File: config.mk
export PLATFORM = sky130hd
export DESIGN_NAME = pwm_switch_array
export DESIGN_NICKNAME = d
export VERILOG_FILES = /design/src/rtl/pwm_switch_array.sv
export SDC_FILE = /design/constraint.sdc
export NUM_CORES = 1
export LEC_CHECK = 0
export ABC_AREA = 1
export CAP_MARGIN = 10
export CORE_ASPECT_RATIO = 1.2
export CORE_UTILIZATION = 50
export DETAILED_ROUTE_END_ITERATION = 10
export PLACE_DENSITY_LB_ADDON = 0.15
export SKIP_LAST_GASP = 1
export SLEW_MARGIN = 10
export SYNTH_ARGS = -nofsm -noshare
export SYNTH_HDL_FRONTEND = slang
export SYNTH_SLANG_ARGS = --single-unit
File: constraint.sdc
create_clock -name clk -period 2.1 [get_ports clk]
set_input_delay 0.315 -clock clk [delete_from_list [all_inputs] [get_ports clk]]
set_output_delay 0.315 -clock clk [all_outputs]
set_load 0.1 [all_outputs]
File: src/rtl/pwm_switch_array.sv
// pwm_switch_array: multi-channel PWM pulse generator for photonic-switch coils.
// A prescaler produces a strobe every DIV clocks; the strobe advances a shared
// period counter. Each channel emits one-clock set/reset pulses when the counter
// matches its compare values, and keeps a latched level. Period and compare
// values are double-buffered and only change at a period boundary.
//
// Ports:
//   clk        core clock
//   reset      synchronous active-high reset
//   en         run enable; low freezes prescaler, counter and levels
//   period     counter terminal value (period length = period+1 ticks)
//   set_val    per-channel set compare, channel i at [i*W +: W]
//   rst_val    per-channel reset compare, same packing
//   load       capture period/set_val/rst_val into the shadow registers
//   upd_ack    one-clock pulse when shadow values become active
//   tick       registered prescaler strobe, aligned with the pulse outputs
//   cnt        current period count
//   pwm_set    one-clock set pulse per channel
//   pwm_reset  one-clock reset pulse per channel
//   signal     latched switch state per channel
module pwm_switch_array #(
    parameter int unsigned CH   = 4,
    parameter int unsigned W    = 7,
    parameter int unsigned DIV  = 25,
    parameter int unsigned DIVW = 5
) (
    input  logic              clk,
    input  logic              reset,
    input  logic              en,
    input  logic [W-1:0]      period,
    input  logic [CH*W-1:0]   set_val,
    input  logic [CH*W-1:0]   rst_val,
    input  logic              load,
    output logic              upd_ack,
    output logic              tick,
    output logic [W-1:0]      cnt,
    output logic [CH-1:0]     pwm_set,
    output logic [CH-1:0]     pwm_reset,
    output logic [CH-1:0]     signal
);

    localparam int unsigned CW = CH * W;

    // Prescaler and period counter
    logic [DIVW-1:0] r_div;
    logic [W-1:0]    r_cnt;

    // Active and shadow configuration
    logic [W-1:0]    r_period_a;
    logic [CW-1:0]   r_set_a;
    logic [CW-1:0]   r_rst_a;
    logic [W-1:0]    r_period_s;
    logic [CW-1:0]   r_set_s;
    logic [CW-1:0]   r_rst_s;
    logic            r_pending;

    // Registered outputs
    logic            r_tick;
    logic            r_upd_ack;
    logic [CH-1:0]   r_pwm_set;
    logic [CH-1:0]   r_pwm_reset;
    logic [CH-1:0]   r_signal;

    // Strobe, boundary and per-channel compare hits
    logic            w_s;
    logic            w_b;
    logic [CH-1:0]   w_set_hit;
    logic [CH-1:0]   w_rst_hit;

    assign w_s = en && (r_div == DIVW'(DIV - 1));
    assign w_b = w_s && (r_cnt == r_period_a);

    // Compare the pre-increment count against the active values; a compare
    // value above the active period can never match since cnt <= period_a.
    always_comb begin
        w_set_hit = '0;
        w_rst_hit = '0;
        for (int i = 0; i < int'(CH); i++) begin
            w_set_hit[i] = (r_cnt == r_set_a[i*W +: W]);
            w_rst_hit[i] = (r_cnt == r_rst_a[i*W +: W]);
        end
    end

    // Prescaler, counter, pulses and levels
    always_ff @(posedge clk) begin
        if (reset) begin
            r_div       <= '0;
            r_cnt       <= '0;
            r_tick      <= 1'b0;
            r_pwm_set   <= '0;
            r_pwm_reset <= '0;
            r_signal    <= '0;
        end else begin
            r_tick <= w_s;
            if (w_s) begin
                r_div       <= '0;
                r_cnt       <= (r_cnt == r_period_a) ? '0 : r_cnt + W'(1);
                r_pwm_set   <= w_set_hit;
                r_pwm_reset <= w_rst_hit;
                // reset match wins over set match
                r_signal    <= (r_signal | w_set_hit) & ~w_rst_hit;
            end else begin
                if (en) begin
                    r_div <= r_div + DIVW'(1);
                end
                r_pwm_set   <= '0;
                r_pwm_reset <= '0;
            end
        end
    end

    // Double-buffered configuration; a load on the boundary bypasses the shadow
    always_ff @(posedge clk) begin
        if (reset) begin
            r_period_a <= '0;
            r_set_a    <= '0;
            r_rst_a    <= '0;
            r_period_s <= '0;
            r_set_s    <= '0;
            r_rst_s    <= '0;
            r_pending  <= 1'b0;
            r_upd_ack  <= 1'b0;
        end else begin
            r_upd_ack <= 1'b0;
            if (w_b && load) begin
                r_period_a <= period;
                r_set_a    <= set_val;
                r_rst_a    <= rst_val;
                r_pending  <= 1'b0;
                r_upd_ack  <= 1'b1;
            end else if (w_b && r_pending) begin
                r_period_a <= r_period_s;
                r_set_a    <= r_set_s;
                r_rst_a    <= r_rst_s;
                r_pending  <= 1'b0;
                r_upd_ack  <= 1'b1;
            end else if (load) begin
                r_period_s <= period;
                r_set_s    <= set_val;
                r_rst_s    <= rst_val;
                r_pending  <= 1'b1;
            end
        end
    end

    assign upd_ack   = r_upd_ack;
    assign tick      = r_tick;
    assign cnt       = r_cnt;
    assign pwm_set   = r_pwm_set;
    assign pwm_reset = r_pwm_reset;
    assign signal    = r_signal;

endmodule

Word level (Yosys, flattened, before mapping)
Cells that the tools add are included.

Word-level logic and storage cells: 50. Register bits after elaboration: 153. Input port bits: 67.

Equality and inequality tests: 10. Bitwise logic cells: 6. Reductions and logical operators: 9. $add $sub $neg: 2. Multiplexer cells: 9.

Operators by type and width (count): 28-bit 2-to-1 mux (4); 7-bit equality test (9); 7-bit 2-to-1 mux (3); 7-bit by 1-bit adder with 7-bit output, second input constant (1); 5-bit by 1-bit adder with 5-bit output, second input constant (1); 5-bit equality test, second input constant (1); 4-bit AND (1); 1-bit logical AND (4); 4-bit NOT (1); 4-bit OR (1); 2-bit OR reduction (2); 1-bit NOT (3); 3-bit AND reduction (1); 3-bit OR reduction (1); 1-bit 2-to-1 mux (2); 2-bit nonzero test (1).

Longest topological paths before layout
Gate-level depths: netlist of the first run.

Depth after elaboration: 6. Depth in mapped cells: 13. Gate-level depth less buffers: 10.

Worst setup path before layout of the first run
Ideal clock, no wire load.

Path kind: reg-to-reg. Start point: reg r_cnt[0] (netlist: cnt[0]). End point: reg r_set_s[3]. Data required time: 1.984 ns. Library setup time: 0.116 ns. Cell stages (with the launch flop): 10. Period minus slack after synthesis: 2.423 ns. Path buffers: 3. Data arrival time: 2.307 ns. Setup slack: -0.323 ns. Cells stage by stage: dfxtp_1 > buf_2 > xnor2_1 > nand3_1 > nor2_4 > nand2_2 > buf_2 > buf_2 > a21oi_1 > nor2_1.

Word-level cells in the longest chain between the ends: 5. Elaborated cells between the ends (all ways): 7. Classes of those cells: eq/ne: 1; bitwise: 2; reduce/logical: 4.

RTL lines: from (decl) (RTL line 46) `logic [W-1:0] r_cnt;`; from (signal assigned) (RTL line 97) `r_cnt <= (r_cnt == r_period_a) ? '0 : r_cnt + W'(1);`; 7-bit equality test (*) (RTL line 71) `assign w_b = w_s && (r_cnt == r_period_a);`; 1-bit logical AND (*) (RTL line 71); 1-bit logical AND (on tied branches) (RTL line 131, 125); 1-bit NOT (no line); 3-bit AND reduction (no line) (*); to (signal assigned) (RTL line 139) `r_set_s <= set_val;`; to (decl) (RTL line 53) `logic [CW-1:0] r_set_s;`.

Every way passes the cells marked *; elsewhere a longest branch is shown, timed or not. A chain may end at the register's enable or synchronous reset.

Worst setup path after layout of the first run
Start point: reg r_cnt[5] (netlist: cnt[5]). End point: reg r_set_s[22].

Same word-level chain as after synthesis.

==> results.md, run 1 <==
- Crit path cell chain: inv_1 -> nand2_1 -> nand2_1 -> nand3_1 -> nor2_4 -> nand2_2 -> buf_4 -> nand3_1 -> nand2_1 -> nor2_1
- Setup TNS: 0 ns
- Setup violation total in the final timing report: 0
- GRT Util Overall: 0.237
- Worst hold start: load
- Worst-Margin Slew: about 0.60 ns
- R2R Path Start: cnt[5]$_SDFFE_PP0N_
- Hold Fails Final Rpt: 0
- Worst min path class: input port to register
- Syn Inst Count: approximately 1200
- Worst Path Max Fanout: 38
- Die W: about 120 um
- P&R area growth vs syn: 20.6%
- Hold path endpoint: r_pending$_SDFFE_PP0P_
- Worst r2r dst: r_set_s[22]$_SDFFE_PP0P_
- Worst path slowest cell: dfxtp_2
- Max-Cap Viols: 0
- CTS Root Cell: clkbuf_16
- Mapped Area: 8040 sq um
- Setup crit end kind: register
- Share of cells above drive strength 1: 0.157
- Critical Path RT: 2.42 ns
- Placer Congestion: 0.823
- Unrepaired setup endpoints after global routing: no
- Startpoint types: register
- Gr ovfl total: 0
- Max frequency: around 0.56 GHz
- Io pins: between 80 and 90
- Clock tree buffer depth: 2
- Num rows: 50
- Register bit total from synthesis: about 150
- Inserted Clock Buffers: 17
- Global-route wire length before repair: about 31000 um
- Worst skew pair latency: about 0.42 ns
- Mean Syn Cell Area: between 6 and 7 sq um
- Vias: 7122
- Initial antenna violation count: 0
- Clock tree from TritonCTS: yes
- Status: finished, final reports clean
- Filler instances: roughly 1500
- First-pass detailed-route iteration total: 4
- CP dominant cell by count: nand2_1
- Reg2Reg Setup Slack: around 0.3 ns
- Synth cell types: 27
- Detail Route Antenna Nets: 0
- CP bufs+invs: 2
- Final min period: between 1.5 and 2 ns
- Vias in the first global route: around 6600
- Resized Gates After CTS: 0
- Crit Path Category: register to register
- DP Wirelength: roughly 12000 um
- Initial core utilization: 0.514
- Clock slew at reported path FFs: 0.06 ns
- WL/cell: roughly 13 um
- Cts hold-fix bufs: 0
- Fin crit share: 0.855
- CP Data Arrival Time: around 2.1 ns
- Cells on worst reg2reg path: 10
- Setup bufs post-CTS: 0
- Leak Pwr: between 4 and 5 nW
- Hold path depth: 3
- Relative slew slack: 0.598
- I/O Buffers: 87
- WL final: around 19000 um
- Post-layout util: 0.620
- Total chip power: 6.79 mW
- CP delay by family, top: simple AND/OR/NAND/NOR gates
- Die ar.: roughly 17000 sq um
- Antenna cell count: 0
- Area of the core: 15600 sq um
- Layout Skew: 0.00507 ns
- Max Slew Vio Count: 0
- WHS: between 0.2 and 0.25 ns
- DR iter-0 viols: 400
- Sequential fraction of the synthesis area: 0.381
- Synth Net Count: 1265
- Drt drc: 0
- CP peak stage delay: 0.49 ns
- Largest net degree at the start of global routing: 64
- Clock H-tree levels: 4
- Ys Warns: 0
- Die extent in y: 141 um
- Post-layout nets: ~1300
- Peak VDD IR: between 500 and 600 uV
- Vias/cell: roughly 4.8
- Pwr Density: between 700 and 800 nW/um^2
- Total clock sinks: 153
-- where the power goes --
part           internal [mW]  total (mW)  switching (mW)
sequential              2.99        3.04          0.0432
clock                   2.02        3.19            1.17
combinational          0.278       0.565           0.287
-- worst min-delay path, delay by kind of cell --
kind	cells	cell delay (ns)
AO/OA/AOI/OAI	1	0.07
buffers and inverters	2	0.23
-- kinds of logic (layout without fill, tap and decap cells) --
logic type / after synthesis / after routing / synth area share
AO/OA/AOI/OAI: 176 / 176 / 0.137
XOR/XNOR: 46 / 46 / 0.0501
adder cells (fa/ha/maj): 3 / 3 / 0.00467
buffers and inverters: 244 / 326 / 0.132
flip-flops: 153 / 153 / 0.381
AND/OR/NAND/NOR: 573 / 573 / 0.295
-- cell usage in the layout (no fill, tap or decap), types with 5 or more instances in the layout --
master           count
dfxtp_1            146
nand4_1              9
inv_1              166
o21ai_0             41
xnor2_1             21
clkbuf_16           17
clkinv_2             7
xor2_1              25
nand3_1             40
buf_4               49
a21oi_1             76
nor3_1              18
or2_2               36
nand2_1            369
clkbuf_8             5
a21oi_2             59
clkdlybuf4s50_1     65
buf_12               8
nor2_1              92
dfxtp_2              7
-- layer usage --
| layer | GRT usage | vias up | wire [um] |
|---|---|---|---|
| met5 | 0 | - | 0 |
| met4 | 0.0884 | 0 | 315 |
| met3 | 0.0356 | 23 | 693 |
| met2 | 0.418 | 123 | 9190 |
| met1 | 0.290 | 3214 | 8560 |
| li1 | - | 3762 | - |
-- cells in the mapped netlist (all sizes together) --
cell / number / area share
a21oi: 135 / 0.11
buf: 47 / 0.040
clkbuf: 25 / 0.012
dfxtp: 153 / 0.38
ha: 3 / 0.0047
inv: 172 / 0.081
nand2: 370 / 0.17
nand3: 42 / 0.027
nand3b: 1 / 0.00093
nand4: 9 / 0.0070
nor2: 94 / 0.045
nor3: 18 / 0.011
nor3b: 3 / 0.0028
o21ai: 41 / 0.026
or2: 36 / 0.028
xnor2: 21 / 0.023
xor2: 25 / 0.027
-- per-stage QoR --
stage	instance area, sq um	setup WS [ns]	instances
global placement	9080	0.0962	1453
CTS	9700	0.293	1485
finish	9700	0.304	1485
global route	9700	0.132	1485
detailed placement	9080	0.0266	1453
floorplan	8050	0.0217	1195
-- layout make-up --
cell class,instances,area (sq um),share of cell area
multi-input cells,798,3920,0.404
flip-flops and latches,153,3070,0.317
repair buffers,122,1180,0.122
inverters,172,651,0.0671
clock buffers,24,502,0.0517
well taps,208,260,0.0268
clock inverters,8,115,0.0119
-- worst max-delay path by stage --
stage / startpoint / end / slack (ns) / cells past startpoint
floorplan: cnt[0]$_SDFFE_PP0N_ / r_set_s[3]$_SDFFE_PP0P_ / 0.02 / 9
global placement: en / r_period_a[6]$_SDFFE_PP0P_ / 0.1 / 8
detailed placement: en / r_set_s[23]$_SDFFE_PP0P_ / 0.03 / 7
CTS: cnt[5]$_SDFFE_PP0N_ / r_set_s[24]$_SDFFE_PP0P_ / 0.29 / 10
global route: cnt[5]$_SDFFE_PP0N_ / r_period_s[1]$_SDFFE_PP0P_ / 0.13 / 10
finish: cnt[5]$_SDFFE_PP0N_ / r_set_s[22]$_SDFFE_PP0P_ / 0.30 / 10
-- sequential cells by signal (all words and copies together), names as in the netlist, 4 cells and up --
name        count
r_period_a      7
r_rst_s        28
r_period_s      7
r_set_s        28
pwm_set         4
signal          4
pwm_reset       4
cnt             7
r_set_a        28
r_div           5
r_rst_a        28
(Power assumes the default switching activity.)
==> inputs of run 2 (changes only) <==
--- a/config.mk
+++ b/config.mk
@@ -12,7 +12,6 @@
 export DETAILED_ROUTE_END_ITERATION = 10
 export PLACE_DENSITY_LB_ADDON = 0.15
 export SKIP_LAST_GASP = 1
-export SLEW_MARGIN = 10
 export SYNTH_ARGS = -nofsm -noshare
 export SYNTH_HDL_FRONTEND = slang
 export SYNTH_SLANG_ARGS = --single-unit
==> constraint.sdc (replaced) <==
create_clock -name clk -period 2.1 [get_ports clk]
set_input_delay 0.42 -clock clk [delete_from_list [all_inputs] [get_ports clk]]
set_output_delay 0.42 -clock clk [all_outputs]
set_load 0.1 [all_outputs]
==> run 2 against run 1 <==
Via count about the same. Count of clock-buffer cells in the layout decreased by 5. Power decreased by 3.1%. Non-clock buffer count decreased by 2. Global-route usage increased by 0.48 points. First-iteration DRC count increased by 42%. Final cell count decreased by 0.13%. Wire length increased by 2.0%. Setup slack got worse by 0.021 ns. Critical endpoint is now r_set_a[9]$_SDFFE_PP0P_. Largest cell class unchanged. Largest power group is now sequential cells.
==> results.md, run 2 (synthesis results as in run 1) <==
- Detail Route Antenna Nets: 0 (unchanged)
- First-pass detailed-route iteration total: 5 (+1)
- Total clock sinks: 153 (unchanged)
- Pre-CTS setup slack: -0.00198 ns (-0.0286 ns)
- DP Wirelength: 12400 um (+0.15%)
- Max Slew Vio Count: 0 (unchanged)
- Crit Path Category: register to register
- Clk network pwr share: 0.455 (-0.015)
- Inserted Clock Buffers: 17 (unchanged)
- Commonest non-fill, non-tap cell in the layout: nand2_1
- Die extent in y: 141 um (unchanged)
- Drt drc: 0 (unchanged)
- CP Data Arrival Time: 2.17 ns (+0.06 ns)
- WHS: 0.312 ns (+0.0687 ns)
- Vias in the first global route: 6699 (+1.3%)
- Pwr Density: 676 nW/um^2 (-3.4%)
- Cts hold-fix bufs: 0 (unchanged)
- Seq pwr share: 0.461 (+0.014)
- Io pins: 88 (unchanged)
- NetSw: 1.56 mW (+3.5%)
- Clock slew at reported path FFs: 0.06 ns (about the same)
- Placer Congestion: 0.821 (-0.22%)
- Worst Path Max Fanout: 30 (-21%)
- CTS Root Cell: clkbuf_16
- Final worst slack: 0.283 ns (-0.0212 ns)
- Status: finished, final reports clean
- Vias/cell: 4.80 (about the same)
- Initial antenna violation count: 0 (unchanged)
- WL final: 19100 um (+2.0%)
- Setup crit end kind: register
- Setup bufs post-CTS: 0 (unchanged)
- Most frequent cells in the layout: nand2_1, inv_1, dfxtp_1, nor2_1, a21oi_1
- Sw frac: 0.236 (+0.0150)
- Post-layout nets: 1332 (-0.15%)
- Die W: 118 um (unchanged)
- Startpoint types: register
- Layout Skew: 0.0112 ns (+0.00616 ns)
- Resized Gates After CTS: 0 (unchanged)
- Relative slew slack: 0.593 (-0.00410)
- Worst min path class: input port to register
- Peak VDD IR: 597 uV (+7.7%)
- Die ar.: 16600 sq um (unchanged)
- Critical Path RT: 2.45 ns (+0.03 ns)
- Post-Layout Cell Count: 1483 (-0.13%)
- Largest net degree at the start of global routing: 69 (+7.8%)
- Final min period: 1.82 ns (+0.0212 ns)
- Setup violation total in the final timing report: 0 (unchanged)
- DR iter-0 viols: 568 (+42%)
- Unrepaired setup endpoints after global routing: no
- I/O Buffers: 87 (unchanged)
- Clock H-tree levels: 4 (unchanged)
- Clock tree from TritonCTS: yes
- Worst-Margin Slew: 0.610 ns (+0.00615 ns)
- Vias: 7115 (-0.098%)
- Antenna cell count: 0 (unchanged)
- Share of cells above drive strength 1: 0.156 (-0.000539)
- Worst skew pair latency: 0.43 ns (about the same)
- Num rows: 50 (unchanged)
- Hold Fails Final Rpt: 0 (unchanged)
- Max-Cap Viols: 0 (unchanged)
- WL/cell: 12.9 um (+2.1%)
- P&R area growth vs syn: 21.0%
- Max frequency: 0.550 GHz (-1.2%)
- GRT Util Overall: 0.241 (+0.00477)
- Fin crit share: 0.865 (+0.0101)
- Initial core utilization: 0.514 (unchanged)
- Clock tree buffer depth: 2 (unchanged)
- Pint: 5.03 mW (-4.9%)
- Area of the core: 15600 sq um (unchanged)
- Global-route wire length before repair: 32100 um (+1.8%)
- Comb pwr share: 0.084 (about the same)
- Leak Pwr: 4.79 nW (about the same)
- Gr ovfl total: 0 (unchanged)
- Placed cells: 1451 (-0.14%)
[run 2: changes by cell type in the layout (fill, tap and decap cells not counted), sizes merged]
cell,change
buf,-2
bufinv,-1
clkbuf,-5
clkinv,+3
clkinvlp,+2
inv,+1
[run 2: routing by layer]
metal / wire (um) / up-vias / track usage
met5: 0 / - / 0
met3: 777 / 27 / 0.0437
met1: 8740 / 3185 / 0.301
met4: 400 / 0 / 0.0897
met2: 9210 / 139 / 0.414
li1: - / 3764 / -
[run 2: final timing paths]
kind | startpoint | end | slack, ns | cells past startpoint
worst max-delay path | cnt[6]$_SDFFE_PP0N_ | r_set_a[9]$_SDFFE_PP0P_ | 0.28 | 11
worst min-delay path | load | r_rst_s[2]$_SDFFE_PP0P_ | 0.31 | 3
worst max register to register | cnt[6]$_SDFFE_PP0N_ | r_set_a[9]$_SDFFE_PP0P_ | 0.28 | 11
worst min register to register | r_pending$_SDFFE_PP0P_ | r_pending$_SDFFE_PP0P_ | 0.45 | 2
[run 2: power by group through the flow]
stage | Sequential (mW) | Combinational [mW] | Clock, mW
3_3_place_gp | 3.09 | 0.548 | 0
6_report | 3.03 | 0.556 | 2.99
5_1_grt | 3.04 | 0.637 | 3.16
2_1_floorplan | 3.09 | 0.358 | 0
3_5_place_dp | 3.10 | 0.559 | 0
4_1_cts | 3.03 | 0.561 | 3.03
[run 2: worst max-delay path: stages, from the launching register on]
cell and delay, ns:
dfxtp_2 0.42, inv_1 0.10, nand2_1 0.06, nand2_1 0.05, nor2_1 0.10, nand2_1 0.09
nor2_4 0.18, nand3_2 0.15, buf_4 0.28, nand2_1 0.10, nand2_1 0.05, a21oi_1 0.14
[run 2: cell type report]
class / instances / area (sq um)
Timing Repair Buffer: 120 / 1260
Sequential cell: 153 / 3070
Clock buffer: 19 / 443
Fill cell: 1488 / 5900
Inverter: 172 / 651
Tap cell: 208 / 260
Multi-Input combinational cell: 798 / 3920
Clock inverter: 13 / 128
[run 2: metrics by stage]
stage / setup TNS, ns / area (sq um) / total power, mW / util
6_report: 0 / 9740 / 6.58 / 0.622
3_3_place_gp: 0 / 9170 / 3.64 / 0.586
4_1_cts: 0 / 9740 / 6.63 / 0.622
3_5_place_dp: -0.00198 / 9170 / 3.66 / 0.586
2_1_floorplan: 0 / 8050 / 3.45 / -
5_1_grt: 0 / 9740 / 6.84 / 0.622
==> inputs of run 3 (changes only) <==
--- a/config.mk
+++ b/config.mk
@@ -10,6 +10,7 @@
 export CORE_ASPECT_RATIO = 1.2
 export CORE_UTILIZATION = 50
 export DETAILED_ROUTE_END_ITERATION = 10
+export MAX_ROUTING_LAYER = met4
 export PLACE_DENSITY_LB_ADDON = 0.15
 export SKIP_LAST_GASP = 1
 export SYNTH_ARGS = -nofsm -noshare
==> run 3 against run 2 <==
Clock skew shrank 0.0020 ns. First-iteration DRC count down 3.3%. Global-route usage up 0.72 points. Sequential cell count unchanged. Largest power group unchanged.
==> results.md, run 3 (synthesis results as in run 1) <==
- Gr ovfl total: 0 (unchanged)
- Clock tree from TritonCTS: yes
- Largest net degree at the start of global routing: 69 (unchanged)
- Reg2Reg Setup Slack: 0.28 ns (about the same)
- Vias/cell: 4.79 (about the same)
- Num rows: 50 (unchanged)
- Unrepaired setup endpoints after global routing: no
- Hold Fails Final Rpt: 0 (unchanged)
- Worst-Margin Slew: 0.599 ns (-0.0108 ns)
- DP Wirelength: 12400 um (unchanged)
- Register Area: 3070 sq um (unchanged)
- WL/cell: 12.9 um (-0.10%)
- Max frequency: 0.551 GHz (about the same)
- Total chip power: 6.58 mW (about the same)
- Leak Pwr: 4.79 nW (unchanged)
- CP bufs+invs: 2 (unchanged)
- Post-Layout Cell Count: 1483 (unchanged)
- Setup TNS: 0 ns (unchanged)
- Drt drc: 0 (unchanged)
- Placer Congestion: 0.833 (+1.5%)
- Resized Gates After CTS: 0 (unchanged)
- Peak VDD IR: 593 uV (-0.64%)
- Worst Path Max Fanout: 30 (unchanged)
- Clock tree buffer depth: 2 (unchanged)
- Total clock sinks: 153 (unchanged)
- Die extent in y: 141 um (unchanged)
- Hold path endpoint: r_rst_s[2]$_SDFFE_PP0P_
- Cts hold-fix bufs: 0 (unchanged)
- Initial antenna violation count: 0 (unchanged)
- WL final: 19100 um (-0.10%)
- Clock H-tree levels: 4 (unchanged)
- Post-layout nets: 1332 (unchanged)
- Layout Skew: 0.00924 ns (-0.00199 ns)
- Initial core utilization: 0.514 (unchanged)
- Die ar.: 16600 sq um (unchanged)
- Vias in the first global route: 6687 (-0.18%)
- Worst path slowest cell: dfxtp_2
- Final min period: 1.82 ns (-0.00165 ns)
- Area of the multi-input gates: 3920 sq um (unchanged)
- CP delay by family, top: simple AND/OR/NAND/NOR gates
- CTS Root Cell: clkbuf_16
- Clock slew at reported path FFs: 0.06 ns (about the same)
- R2R Path Start: cnt[6]$_SDFFE_PP0N_
- Relative slew slack: 0.601 (+0.00718)
- Most frequent cells in the layout: nand2_1, inv_1, dfxtp_1, nor2_1, a21oi_1
- Worst r2r dst: r_set_a[9]$_SDFFE_PP0P_
- First-pass detailed-route iteration total: 6 (+1)
- Worst min path class: input port to register
- Filler instances: 1488 (unchanged)
- Placed cells: 1451 (unchanged)
- I/O Buffers: 87 (unchanged)
- Global-route wire length before repair: 32100 um (+0.13%)
- Fin crit share: 0.865 (about the same)
- Hold path depth: 3 (unchanged)
- Status: finished, final reports clean
- Pwr Density: 676 nW/um^2 (about the same)
- Setup bufs post-CTS: 0 (unchanged)
- Post-layout util: 0.622 (unchanged)
- Die W: 118 um (unchanged)
- Commonest non-fill, non-tap cell in the layout: nand2_1
- CP Data Arrival Time: 2.17 ns (about the same)
- Critical Path RT: 2.45 ns (about the same)
- DR iter-0 viols: 549 (-3.3%)
- Detail Route Antenna Nets: 0 (unchanged)
- Area of the core: 15600 sq um (unchanged)
- Crit Path Category: register to register
- Antenna cell count: 0 (unchanged)
- Worst skew pair latency: 0.43 ns (about the same)
- P&R area growth vs syn: 21.0% (unchanged)
- Setup crit end kind: register
- Max Slew Vio Count: 0 (unchanged)
- CP dominant cell by count: nand2_1
- Setup violation total in the final timing report: 0 (unchanged)
- Startpoint types: register
- Crit path cell chain: inv_1 -> nand2_1 -> nand2_1 -> nor2_1 -> nand2_1 -> nor2_4 -> nand3_2 -> buf_4 -> nand2_1 -> nand2_1 -> a21oi_1
- Share of cells above drive strength 1: 0.156 (unchanged)
- Max-Cap Viols: 0 (unchanged)
- Inserted Clock Buffers: 17 (unchanged)
- WHS: 0.316 ns (+0.00375 ns)
- Vias: 7108 (-0.098%)
- CP peak stage delay: 0.42 ns (about the same)
- GRT Util Overall: 0.249 (+0.00719)
- Io pins: 88 (unchanged)
- Worst hold start: load
- Cells on worst reg2reg path: 11 (unchanged)
-- run 3: cell counts in the layout (fill, tap and decap cells not counted) --
No cell type changed its count.
-- run 3: where the power goes --
group	leakage, nW	switching, mW	internal (mW)
clock network	0.282	1.22	1.77
registers	1.25	0.0431	2.99
logic	3.25	0.288	0.268
total	4.79	1.55	5.03
-- run 3: final cells by class --
| class | count | share of cell area |
|---|---|---|
| inverter | 172 | 0.0668 |
| multi-input combinational | 798 | 0.403 |
| sequential | 153 | 0.316 |
| clock buffer | 19 | 0.0455 |
| tap | 208 | 0.0267 |
| clock inverter | 13 | 0.0131 |
| timing repair buffer | 120 | 0.130 |
-- run 3: worst register-to-register path: cells and delay by family, from the launching register on --
family	cells	cell delay, ns
compound gates	1	0.14
simple gates	8	0.79
flops	1	0.42
buf+inv	2	0.38
-- run 3: worst max-delay path by stage --
stage | startpoint | to | slack [ns] | cells after the start
final | cnt[6]$_SDFFE_PP0N_ | r_set_a[9]$_SDFFE_PP0P_ | 0.28 | 11
after CTS | cnt[6]$_SDFFE_PP0N_ | r_set_a[9]$_SDFFE_PP0P_ | 0.29 | 11
after global routing | cnt[5]$_SDFFE_PP0N_ | r_rst_s[6]$_SDFFE_PP0P_ | 0.17 | 9
after global placement | en | cnt[4]$_SDFFE_PP0N_ | 0.01 | 9
after detailed placement | en | r_set_a[9]$_SDFFE_PP0P_ | -0.002 | 9
after floorplan | cnt[0]$_SDFFE_PP0N_ | r_set_s[3]$_SDFFE_PP0P_ | 0.02 | 9
-- run 3: metrics by stage --
step	worst slack (ns)	instance area, sq um
final	0.284	9740
after global routing	0.170	9740
after CTS	0.286	9740
after detailed placement	-0.00198	9170
after global placement	0.0127	9170
after floorplan	0.0217	8050
-- run 3: layer usage --
metal  vias to the layer above  routed length, um  part of all wire  track usage
met2                       136               9210              0.48        0.414
met1                      3181               8690              0.45        0.302
li1                       3764                  -                 -            -
met5                         -                  0                 0            -
met3                        27                788             0.041       0.0364
met4                         0                419             0.022       0.0999
==> patch, RTL diff (flow settings as in run 3) <==
`W`: 7 -> 14.
--- a/src/rtl/pwm_switch_array.sv
+++ b/src/rtl/pwm_switch_array.sv
@@ -20,7 +20,7 @@
 //   signal     latched switch state per channel
 module pwm_switch_array #(
     parameter int unsigned CH   = 4,
-    parameter int unsigned W    = 7,
+    parameter int unsigned W    = 14,
     parameter int unsigned DIV  = 25,
     parameter int unsigned DIVW = 5
 ) (
Ports: changed (resized cnt, period, rst_val and set_val); port bits go from 88 to 158. No check against the original RTL was run, so the function may have changed too.
==> patch against run 3 <==
Hold slack got worse by 0.088 ns. Cell count grew 87%. Synthesized area increased by 81%. Routed wire length is 110% higher. Sequential share of layout area increased by 0.56 points. Die area grew 79%. Sequential cell count rose by 133. Critical path depth is the same. Final area grew 84%. Sequential power grew 87%. Total power grew 84%. Worst setup slack got worse by 0.13 ns. Combinational power grew 91%. Critical endpoint is now r_set_a[22]$_SDFFE_PP0P_.
==> patch: results (changes against run 3) <==
[global_routing]
grt_usage = 0.285  ; +0.0361
grt_max_degree = 102  ; +48%
first_global_vias = 12700  ; +91%
antenna_found_initial = 0  ; unchanged
grt_pass1_wl_um = 65700  ; +100%

[drt]
drt-wirelength-per-cell_um = 14.8  ; +15%
drt_iter0_markers = 1175  ; +110%
vias_per_cell = 5.01  ; +4.5%
dr.pass1.iters = 5  ; -1

[hold_path]
hold_class = input port to register
holdPathEnd = r_pending$_SDFFE_PP0P_
worstHoldStart = load
holdPathStages = 3  ; unchanged

[pwr]
power_leakage_nw = 8.55  ; +79%
intPower_mw = 9.30  ; +85%
ir_worst_vdd_mv = 0.555  ; -6.3%

[worst_setup_path]
rr_worst_depth = 11  ; unchanged
reg2reg_slack_ns = 0.16  ; -0.13 ns
critPathMaxFanout = 51  ; +70%
crit_arrival_ns = 2.37  ; +0.20 ns
r2r-start = cnt[4]$_SDFFE_PP0N_
reg2reg_to = r_set_a[22]$_SDFFE_PP0P_

[synthesis]
synth.distinct_cells = 27  ; unchanged
seq_area_frac_synth = 0.394  ; +0.0130
syn-num-nets = 2375  ; +88%
synth_area_leaders = dfxtp_1 (39%), nand2_1 (17%), a21oi_1 (9.0%)
synthArstFlopShare = 0  ; unchanged
ys_top_cells_by_count = nand2_1 (652), inv_1 (295), dfxtp_1 (286)
synth.avg_cell_area_um2 = 6.48  ; -3.6%
ys_warn_count = 0  ; unchanged

[clock_network]
root_buffer = clkbuf_16
cts-htree-levels = 1  ; -3
cts_buffer_depth = 3  ; +1
clk_latency_ns = 0.55  ; +0.12 ns
cts_made_buffers = 29  ; +12
path_clk_slew_ns = 0.06  ; about the same

[place]
place_ws_ns = -0.201  ; -0.199 ns
placed_area_um2 = 16900  ; +84%
port_buffers = 157  ; +80%
placed_cells = 2717  ; +87%
hpwl_um = 27500  ; +120%
gp_congestion = 0.862  ; +3.5%

[layout]
nets = 2501  ; +88%
fin_cells = 2772  ; +87%
diodes = 0  ; unchanged
drive_gt1_frac = 0.124  ; -0.0317

[timing]
fin_skew_ns = 0.00859  ; -0.000653 ns
tightest_slew_ns = 0.449  ; -0.150 ns
fin_hold_ws_ns = 0.228  ; -0.0883 ns

[outcome]
status = finished, final reports clean

[patch: changes by cell type after synthesis, moves of 16 or more]
cell	run 3	this run
o22ai_1	0	24
nand2_1	369	652
or2_2	36	107
a21oi_1	76	262
dfxtp_1	153	286
nor2_1	92	179
o21ai_0	41	111
xnor2_1	21	69
inv_1	167	295
buf_1	7	25
nand4_1	9	25
xor2_1	25	7
clkbuf_1	25	82
a21oi_2	59	0
[patch: metal layers]
layer / GRT usage / wire length, um / up-vias / part of all wire
li1: - / - / 7132 / -
met1: 0.369 / 18100 / 6249 / 0.44
met4: 0.0922 / 1180 / 0 / 0.029
met5: - / 0 / - / 0
met2: 0.458 / 19100 / 422 / 0.47
met3: 0.0333 / 2550 / 80 / 0.062
[patch: worst max path at each step]
stage	startpoint	end	slack (ns)	depth (start not counted)
final	cnt[4]$_SDFFE_PP0N_	r_set_a[22]$_SDFFE_PP0P_	0.16	11
after global routing	cnt[11]$_SDFFE_PP0N_	r_set_s[9]$_SDFFE_PP0P_	-0.02	11
after CTS	r_div[1]$_SDFFE_PP0P_	r_rst_a[4]$_SDFFE_PP0P_	0.10	10
after detailed placement	en	r_rst_a[4]$_SDFFE_PP0P_	-0.20	9
after global placement	en	r_set_a[4]$_SDFFE_PP0P_	-0.11	9
after floorplan	cnt[9]$_SDFFE_PP0N_	r_set_s[18]$_SDFFE_PP0P_	0.02	11
[patch: kinds of logic after synthesis]
family	share of synthesized area
compound gates	0.140
xor+xnor	0.0458
fa+ha+maj	0.00258
buf+inv	0.121
flops	0.394
simple gates	0.297
[patch: power by group through the flow]
stage	sequential, mW	combinational [mW]	clock [mW]
4_1_cts	5.68	1.06	5.40
5_1_grt	5.70	1.19	5.62
6_report	5.68	1.06	5.35
2_1_floorplan	5.78	0.644	0
3_5_place_dp	5.80	1.06	0
3_3_place_gp	5.79	1.03	0
[patch: critical path, stage by stage, from the launching register on]
cell	delay (ns)
dfxtp_2	0.44
inv_1	0.09
nand2_1	0.06
nand2_1	0.04
nor2_1	0.08
nand2_1	0.09
nor2_4	0.16
buf_4	0.17
nand4_4	0.13
clkinv_2	0.17
buf_12	0.25
a21oi_1	0.12
[patch: final cells by class]
class | count | area [um^2]
timing repair buffer | 238 | 2460
multi-input combinational | 1508 | 7090
clock buffer | 39 | 813
fill | 2680 | 10800
clock inverter | 11 | 155
sequential | 286 | 5750
tap | 385 | 482
inverter | 305 | 1150
[patch: what timing repair did]
item	in CTS	in global routing
endpoints found under the setup margin	0	94
buffers inserted	0	5
resized for setup	0	10
